[config.mk]
export PLATFORM = sky130hd
export DESIGN_NAME = apb_regbank_slave_flat
export DESIGN_NICKNAME = d
export VERILOG_FILES = /design/src/rtl/apb_regbank_slave_if.sv /design/src/rtl/apb_regbank_slave.sv /design/src/flat_wrapper.sv
export SDC_FILE = /design/constraint.sdc
export NUM_CORES = 1
export LEC_CHECK = 0
export CAP_MARGIN = 40
export CORE_AREA = 2 2 239 241
export DETAILED_ROUTE_END_ITERATION = 8
export DIE_AREA = 0 0 241 243
export SLEW_MARGIN = 20
export SYNTH_ARGS = -nofsm -noshare
export SYNTH_HDL_FRONTEND = slang
export SYNTH_SLANG_ARGS = --single-unit
[constraint.sdc]
create_clock -name HCLK -period 6.5 [get_ports HCLK]
set_input_delay 1.3 -clock HCLK [delete_from_list [all_inputs] [get_ports HCLK]]
set_output_delay 1.3 -clock HCLK [all_outputs]
set_load 0.005 [all_outputs]
[src/rtl/apb_regbank_slave_if.sv]
// APB completer bus bundle for the register bank.
// The requester drives the master view; the bank uses the slave view.
interface apb_regbank_slave_if #(
    parameter int ADDRWIDTH = 16,
    parameter int DATAWIDTH = 32
);
    logic                 PSEL;
    logic                 PENABLE;
    logic [ADDRWIDTH-1:0] PADDR;
    logic                 PWRITE;
    logic [DATAWIDTH-1:0] PWDATA;
    logic [3:0]           PSTRB;
    logic [DATAWIDTH-1:0] PRDATA;
    logic                 PREADY;
    logic                 PSLVERR;

    modport master (
        output PSEL, PENABLE, PADDR, PWRITE, PWDATA, PSTRB,
        input  PRDATA, PREADY, PSLVERR
    );

    modport slave (
        input  PSEL, PENABLE, PADDR, PWRITE, PWDATA, PSTRB,
        output PRDATA, PREADY, PSLVERR
    );
endinterface

[src/rtl/apb_regbank_slave.sv]
// APB register bank completer with programmable wait states.
// Exposes register contents and per-register write pulses locally.
module apb_regbank_slave #(
    parameter int                  ADDRWIDTH   = 16,
    parameter int                  DATAWIDTH   = 32,
    parameter int                  NUM_REGS    = 8,
    parameter int                  WAIT_CYCLES = 1,
    parameter logic [NUM_REGS-1:0] RO_MASK     = 8'h80
) (
    input  logic                          HCLK,
    input  logic                          HRESETn,
    input  logic                          PCLKEN,
    apb_regbank_slave_if.slave            apb,
    input  logic [NUM_REGS*DATAWIDTH-1:0] STATUS_IN,
    output logic [NUM_REGS*DATAWIDTH-1:0] REG_OUT,
    output logic [NUM_REGS-1:0]           WR_PULSE
);
    typedef enum logic {IDLE, ACCESS} state_t;

    localparam int                   IDXW     = $clog2(NUM_REGS);
    localparam logic [ADDRWIDTH-3:0] NREGS_A  = (ADDRWIDTH-2)'(NUM_REGS);
    localparam logic [3:0]           CNT_INIT = 4'(WAIT_CYCLES);

    state_t                state_q, state_d;
    logic [3:0]            cnt_q, cnt_d;
    logic [IDXW-1:0]       idx_q, idx_d;
    logic                  err_q, err_d;
    logic                  write_q, write_d;
    logic [NUM_REGS-1:0]   wr_pulse_q, wr_pulse_d;
    logic [DATAWIDTH-1:0]  regs_q [NUM_REGS];
    logic [DATAWIDTH-1:0]  regs_d [NUM_REGS];

    logic [ADDRWIDTH-3:0]  addr_idx;
    logic                  setup_err;
    logic                  ready;
    logic                  commit;

    // Decode target slot and error status from the SETUP-phase address
    always_comb begin
        addr_idx  = apb.PADDR[ADDRWIDTH-1:2];
        setup_err = (apb.PADDR[1:0] != 2'b00);
        if (addr_idx >= NREGS_A)
            setup_err = 1'b1;
        else if (apb.PWRITE && RO_MASK[addr_idx[IDXW-1:0]])
            setup_err = 1'b1;
    end

    // Transfer FSM: SETUP latches the access, ACCESS counts waits then commits
    always_comb begin
        state_d = state_q;
        cnt_d   = cnt_q;
        idx_d   = idx_q;
        err_d   = err_q;
        write_d = write_q;
        commit  = 1'b0;
        if (PCLKEN) begin
            if (apb.PSEL && !apb.PENABLE) begin
                // A SETUP seen in ACCESS restarts the transfer
                state_d = ACCESS;
                cnt_d   = CNT_INIT;
                idx_d   = addr_idx[IDXW-1:0];
                err_d   = setup_err;
                write_d = apb.PWRITE;
            end else if (state_q == ACCESS) begin
                if (apb.PSEL && apb.PENABLE) begin
                    if (cnt_q != 4'd0) begin
                        cnt_d = cnt_q - 4'd1;
                    end else begin
                        commit  = 1'b1;
                        state_d = IDLE;
                    end
                end else begin
                    state_d = IDLE;
                end
            end
        end
    end

    // Completion outputs; read data only while the completing beat is shown
    always_comb begin
        ready       = (state_q == ACCESS) && (cnt_q == 4'd0);
        apb.PREADY  = ready;
        apb.PSLVERR = ready && err_q;
        apb.PRDATA  = '0;
        if (ready && !write_q && !err_q) begin
            if (RO_MASK[idx_q])
                apb.PRDATA = STATUS_IN[idx_q*DATAWIDTH +: DATAWIDTH];
            else
                apb.PRDATA = regs_q[idx_q];
        end
    end

    // Byte-lane register update and write pulse on a good write commit
    always_comb begin
        regs_d     = regs_q;
        wr_pulse_d = '0;
        if (commit && write_q && !err_q) begin
            for (int b = 0; b < 4; b++) begin
                if (apb.PSTRB[b])
                    regs_d[idx_q][8*b +: 8] = apb.PWDATA[8*b +: 8];
            end
            wr_pulse_d[idx_q] = 1'b1;
        end
    end

    // State, counter, latched decode, registers and pulse flops
    always_ff @(posedge HCLK or negedge HRESETn) begin
        if (!HRESETn) begin
            state_q    <= IDLE;
            cnt_q      <= 4'd0;
            idx_q      <= '0;
            err_q      <= 1'b0;
            write_q    <= 1'b0;
            wr_pulse_q <= '0;
            for (int i = 0; i < NUM_REGS; i++)
                regs_q[i] <= '0;
        end else begin
            state_q    <= state_d;
            cnt_q      <= cnt_d;
            idx_q      <= idx_d;
            err_q      <= err_d;
            write_q    <= write_d;
            wr_pulse_q <= wr_pulse_d;
            regs_q     <= regs_d;
        end
    end

    // Flatten RW registers for local hardware; read-only slots show 0
    always_comb begin
        REG_OUT = '0;
        for (int i = 0; i < NUM_REGS; i++)
            REG_OUT[i*DATAWIDTH +: DATAWIDTH] = RO_MASK[i] ? '0 : regs_q[i];
    end

    assign WR_PULSE = wr_pulse_q;
endmodule

[src/flat_wrapper.sv]
// flat-port wrapper written by rule: the top's interface ports become plain ports
module apb_regbank_slave_flat 
#(
    parameter int                  ADDRWIDTH   = 16,
    parameter int                  DATAWIDTH   = 32,
    parameter int                  NUM_REGS    = 8,
    parameter int                  WAIT_CYCLES = 1,
    parameter logic [NUM_REGS-1:0] RO_MASK     = 8'h80
)
  (HCLK, HRESETn, PCLKEN, STATUS_IN, REG_OUT, WR_PULSE, apb_PSEL, apb_PENABLE, apb_PADDR, apb_PWRITE, apb_PWDATA, apb_PSTRB, apb_PRDATA, apb_PREADY, apb_PSLVERR);
  apb_regbank_slave_if #(.ADDRWIDTH(ADDRWIDTH), .DATAWIDTH(DATAWIDTH)) apb_i ();
  input  logic HCLK;
  input  logic HRESETn;
  input  logic PCLKEN;
  input  logic [NUM_REGS*DATAWIDTH-1:0] STATUS_IN;
  output logic [NUM_REGS*DATAWIDTH-1:0] REG_OUT;
  output logic [NUM_REGS-1:0] WR_PULSE;
  input wire logic [$bits(apb_i.PSEL)-1:0] apb_PSEL;
  input wire logic [$bits(apb_i.PENABLE)-1:0] apb_PENABLE;
  input wire logic [$bits(apb_i.PADDR)-1:0] apb_PADDR;
  input wire logic [$bits(apb_i.PWRITE)-1:0] apb_PWRITE;
  input wire logic [$bits(apb_i.PWDATA)-1:0] apb_PWDATA;
  input wire logic [$bits(apb_i.PSTRB)-1:0] apb_PSTRB;
  output wire logic [$bits(apb_i.PRDATA)-1:0] apb_PRDATA;
  output wire logic [$bits(apb_i.PREADY)-1:0] apb_PREADY;
  output wire logic [$bits(apb_i.PSLVERR)-1:0] apb_PSLVERR;
  assign apb_i.PSEL = apb_PSEL;
  assign apb_i.PENABLE = apb_PENABLE;
  assign apb_i.PADDR = apb_PADDR;
  assign apb_i.PWRITE = apb_PWRITE;
  assign apb_i.PWDATA = apb_PWDATA;
  assign apb_i.PSTRB = apb_PSTRB;
  assign apb_PRDATA = apb_i.PRDATA;
  assign apb_PREADY = apb_i.PREADY;
  assign apb_PSLVERR = apb_i.PSLVERR;
  apb_regbank_slave #(.ADDRWIDTH(ADDRWIDTH), .DATAWIDTH(DATAWIDTH), .NUM_REGS(NUM_REGS), .WAIT_CYCLES(WAIT_CYCLES), .RO_MASK(RO_MASK)) u_core (.HCLK(HCLK), .HRESETn(HRESETn), .PCLKEN(PCLKEN), .apb(apb_i), .STATUS_IN(STATUS_IN), .REG_OUT(REG_OUT), .WR_PULSE(WR_PULSE));
endmodule
==> impl_metrics.tcl <==
set metrics [dict create \
    p_int_mw 2.944 \
    vias_per_cell 4.463 \
    htree_levels 1 \
    synthTopCellsByCount "mux2_2, dfrtp_1, buf_4" \
    finalSetupTns_ns 0 \
    yosys.area.top_type "dfrtp_1" \
    drt_iter0_drc 229 \
    worstPathRequired_ns 5.20 \
    dp_hpwl_microns 30900 \
    grt_use_met1 0.2032 \
    use_met2 0.2410 \
    clkSlewWorstSetupHoldPaths_ns 0.06 \
    drive_gt1_frac 0.3693 \
    max_freq_mhz 191.7 \
    syn_avg_cell_area_sq_um 13.78 \
    seqPwrFrac 0.454 \
    cp.arrival_ns 3.92 \
    insertion_delay_ns 0.58 \
    antenna_found_initial 5 \
    p_leak_nw 8.206 \
    num_vias 8850 \
    switchingPower_mw 0.9935 \
    grtUsageTotal 0.1499 \
    nNetsFinal 1520 \
    dieWidth_microns 241 \
    yosys_warnings 0 \
    cts_tree "done" \
    slew_viol_final 0 \
    worst_slew_pin_slew_ns 0.9907 \
    combPwrFrac 0.103 \
    synth_edf_count 0 \
    numCtsBuffers 31 \
    cts_resized 0 \
    routed_wl_microns 44620 \
    swShare 0.2523 \
    die_y_microns 243 \
    post-route-drc-count 0 \
    cap_violations 0 \
    clockBufferDepth 3 \
    run_status "finished clean" \
    cp_max_fo 22 \
    hold_viol 0 \
    netlist_area_sq_um 14650 \
    hold_start "u_core.regs_q[31]$_DFFE_PN0P_" \
    syn-instance-count 1063 \
    ir_worst_vdd_mv 0.1619 \
    worst_setup_path_end_kind "primary output" \
    port_buffers 355 \
    area.growth.synth_to_final_pct 25.50 \
    synthFlopType "dfrtp_1" \
    hold_class "reg2reg" \
    cp-start-kind "flop" \
    grt-busiest-layer "met2" \
    ant_nets 0 \
    gr-usage-met3 0.03980 \
    fin_skew_ns 0.01507 \
    grt_pass1_vias 9317 \
    wl_per_cell_microns 22.50 \
    gp_congestion 0.7447 \
    firstDrtPassIters 6 \
    row_count 87 \
    timing_worst_setup_path_type "reg2out" \
    synthArstFlopShare 1.000 \
    p_total_mw 3.937 \
    yosysUniqueCellTypes 41 \
    grt_pass1_wl_microns 64530 \
    synthTopCellsByArea "dfrtp_1, mux2_2, buf_4" \
    pwr-share-clk 0.443 \
    relSlewSlack 0.3395 \
    synth_top_area_frac 0.4663 \
    clockRootBuffer "clkbuf_16" \
    rsz0062_at_grt "false" \
    r2r_slack_ns 3.33 \
    die_area_sq_um 58560 \
    period_needed_ns 5.217 \
    io_pins 612 \
    cp-startpoint "u_core.cnt_q[0]$_DFFE_PN0P_" \
    grt_max_degree 150 \
    hold-worst-slack_ns 0.4999 \
    yosys_register_bits 273 \
    initial_core_util 0.2618 \
    overflow 0 \
    yosysMostFrequentCell "mux2_2" \
    cts_hold_buffers 0 \
    cts_setup_buffers 0 \
    p_per_area_nw_per_um2 214.1 \
    cts.sinks 273 \
    fin_util 0.3286 \
    finalCritPeriodShare 0.8027 \
    worstReg2RegStart "u_core.cnt_q[0]$_DFFE_PN0P_" \
    setup_viol 0 \
    fp.coreArea_sq_um 55950 \
    ys_seq_area_frac 0.4663 \
]
## area by class of cell
type | count | area [sq um]
fill | 5561 | 37560
sequential | 273 | 6840
multi-input combinational | 523 | 5848
timing repair buffer | 369 | 3720
tap | 756 | 945.9
clock buffer | 47 | 915.9
clock inverter | 6 | 86.33
inverter | 6 | 22.52
antenna | 3 | 7.507
## cell usage in the layout, fill, tap and decap left out, types with 2 or more instances in the layout
cell / Yosys / final
clkdlybuf4s50_1: 0 / 354
mux2_2: 291 / 291
dfrtp_1: 273 / 270
mux4_2: 62 / 62
a22o_1: 32 / 32
conb_1: 1 / 32
clkbuf_16: 0 / 31
nand3_2: 12 / 12
nand2_2: 12 / 12
nand2_1: 11 / 11
buf_4: 257 / 10
nand3_1: 9 / 9
nor3_1: 9 / 8
nor2_1: 8 / 8
clkbuf_1: 13 / 8
clkbuf_8: 0 / 8
inv_1: 6 / 6
nor2b_1: 6 / 6
o21ai_0: 6 / 6
nor4_4: 5 / 5
diode_2: 0 / 3
nand2b_1: 2 / 2
mux2i_1: 2 / 2
and2_1: 2 / 2
a21o_1: 2 / 2
nor4_1: 2 / 2
ha_1: 2 / 2
clkinv_2: 0 / 2
bufinv_16: 0 / 2
buf_16: 0 / 2
dfrtp_4: 0 / 2
## flip-flops by register name, indices dropped and copies added (netlist names)
register,flops
u_core.err_q,1
u_core.idx_q,3
u_core.WR_PULSE,8
u_core.REG_OUT,224
u_core.regs_q,31
u_core.state_q,1
u_core.write_q,1
u_core.cnt_q,4
## worst paths after layout
kind / end / depth (start not counted)
max: apb_PRDATA[29] / 8
min: u_core.regs_q[31]$_DFFE_PN0P_ / 1
max reg2reg: u_core.REG_OUT[34]$_DFFE_PN0P_ / 6
min reg2reg: u_core.regs_q[31]$_DFFE_PN0P_ / 1
max in group asynchronous: u_core.REG_OUT[206]$_DFFE_PN0P_ / 2
min in group asynchronous: u_core.REG_OUT[88]$_DFFE_PN0P_ / 1
## power groups by stage
stage	Clock [mW]	Combinational, mW	Sequential (mW)
4_1_cts	1.81	0.415	1.79
5_1_grt	1.87	0.445	1.79
6_report	1.74	0.407	1.79
3_3_place_gp	0	0.399	1.81
3_5_place_dp	0	0.414	1.82
2_1_floorplan	0	0.259	1.77
## worst max-delay path: stages, from the launching register on
cell             delay (ns)
dfrtp_1                0.40
inv_1                  0.09
ha_1                   0.17
nand4bb_1              0.54
or2_1                  0.58
nor3b_2                0.25
buf_4                  0.42
a22o_1                 0.23
clkdlybuf4s50_1        0.65
## stage by stage
stage | cell area, sq um | instances | setup slack [ns]
after global placement | 17300 | 1924 | 1.947
final | 18390 | 1983 | 1.283
after CTS | 18350 | 1979 | 1.211
after global routing | 18380 | 1980 | 1.044
after floorplan | 14770 | 1094 | 3.307
after detailed placement | 17350 | 1926 | 1.871
## per-layer routing
layer / wire [microns] / share of wire
met1: 19950 / 0.45
met2: 20850 / 0.47
met3: 3139 / 0.070
met4: 646 / 0.014
met5: 30 / 0.00067
## kinds of logic (layout without fill, tap and decap cells)
family,count (synthesis),in the layout,share of synthesized area
compound gates,47,47,0.02596
fa+ha+maj,2,2,0.001708
buf+inv,298,428,0.1436
flops,273,273,0.4663
mux,355,355,0.3204
other cells,1,35,0.0002560
simple gates,87,87,0.04185
(Power assumes the default switching activity.)
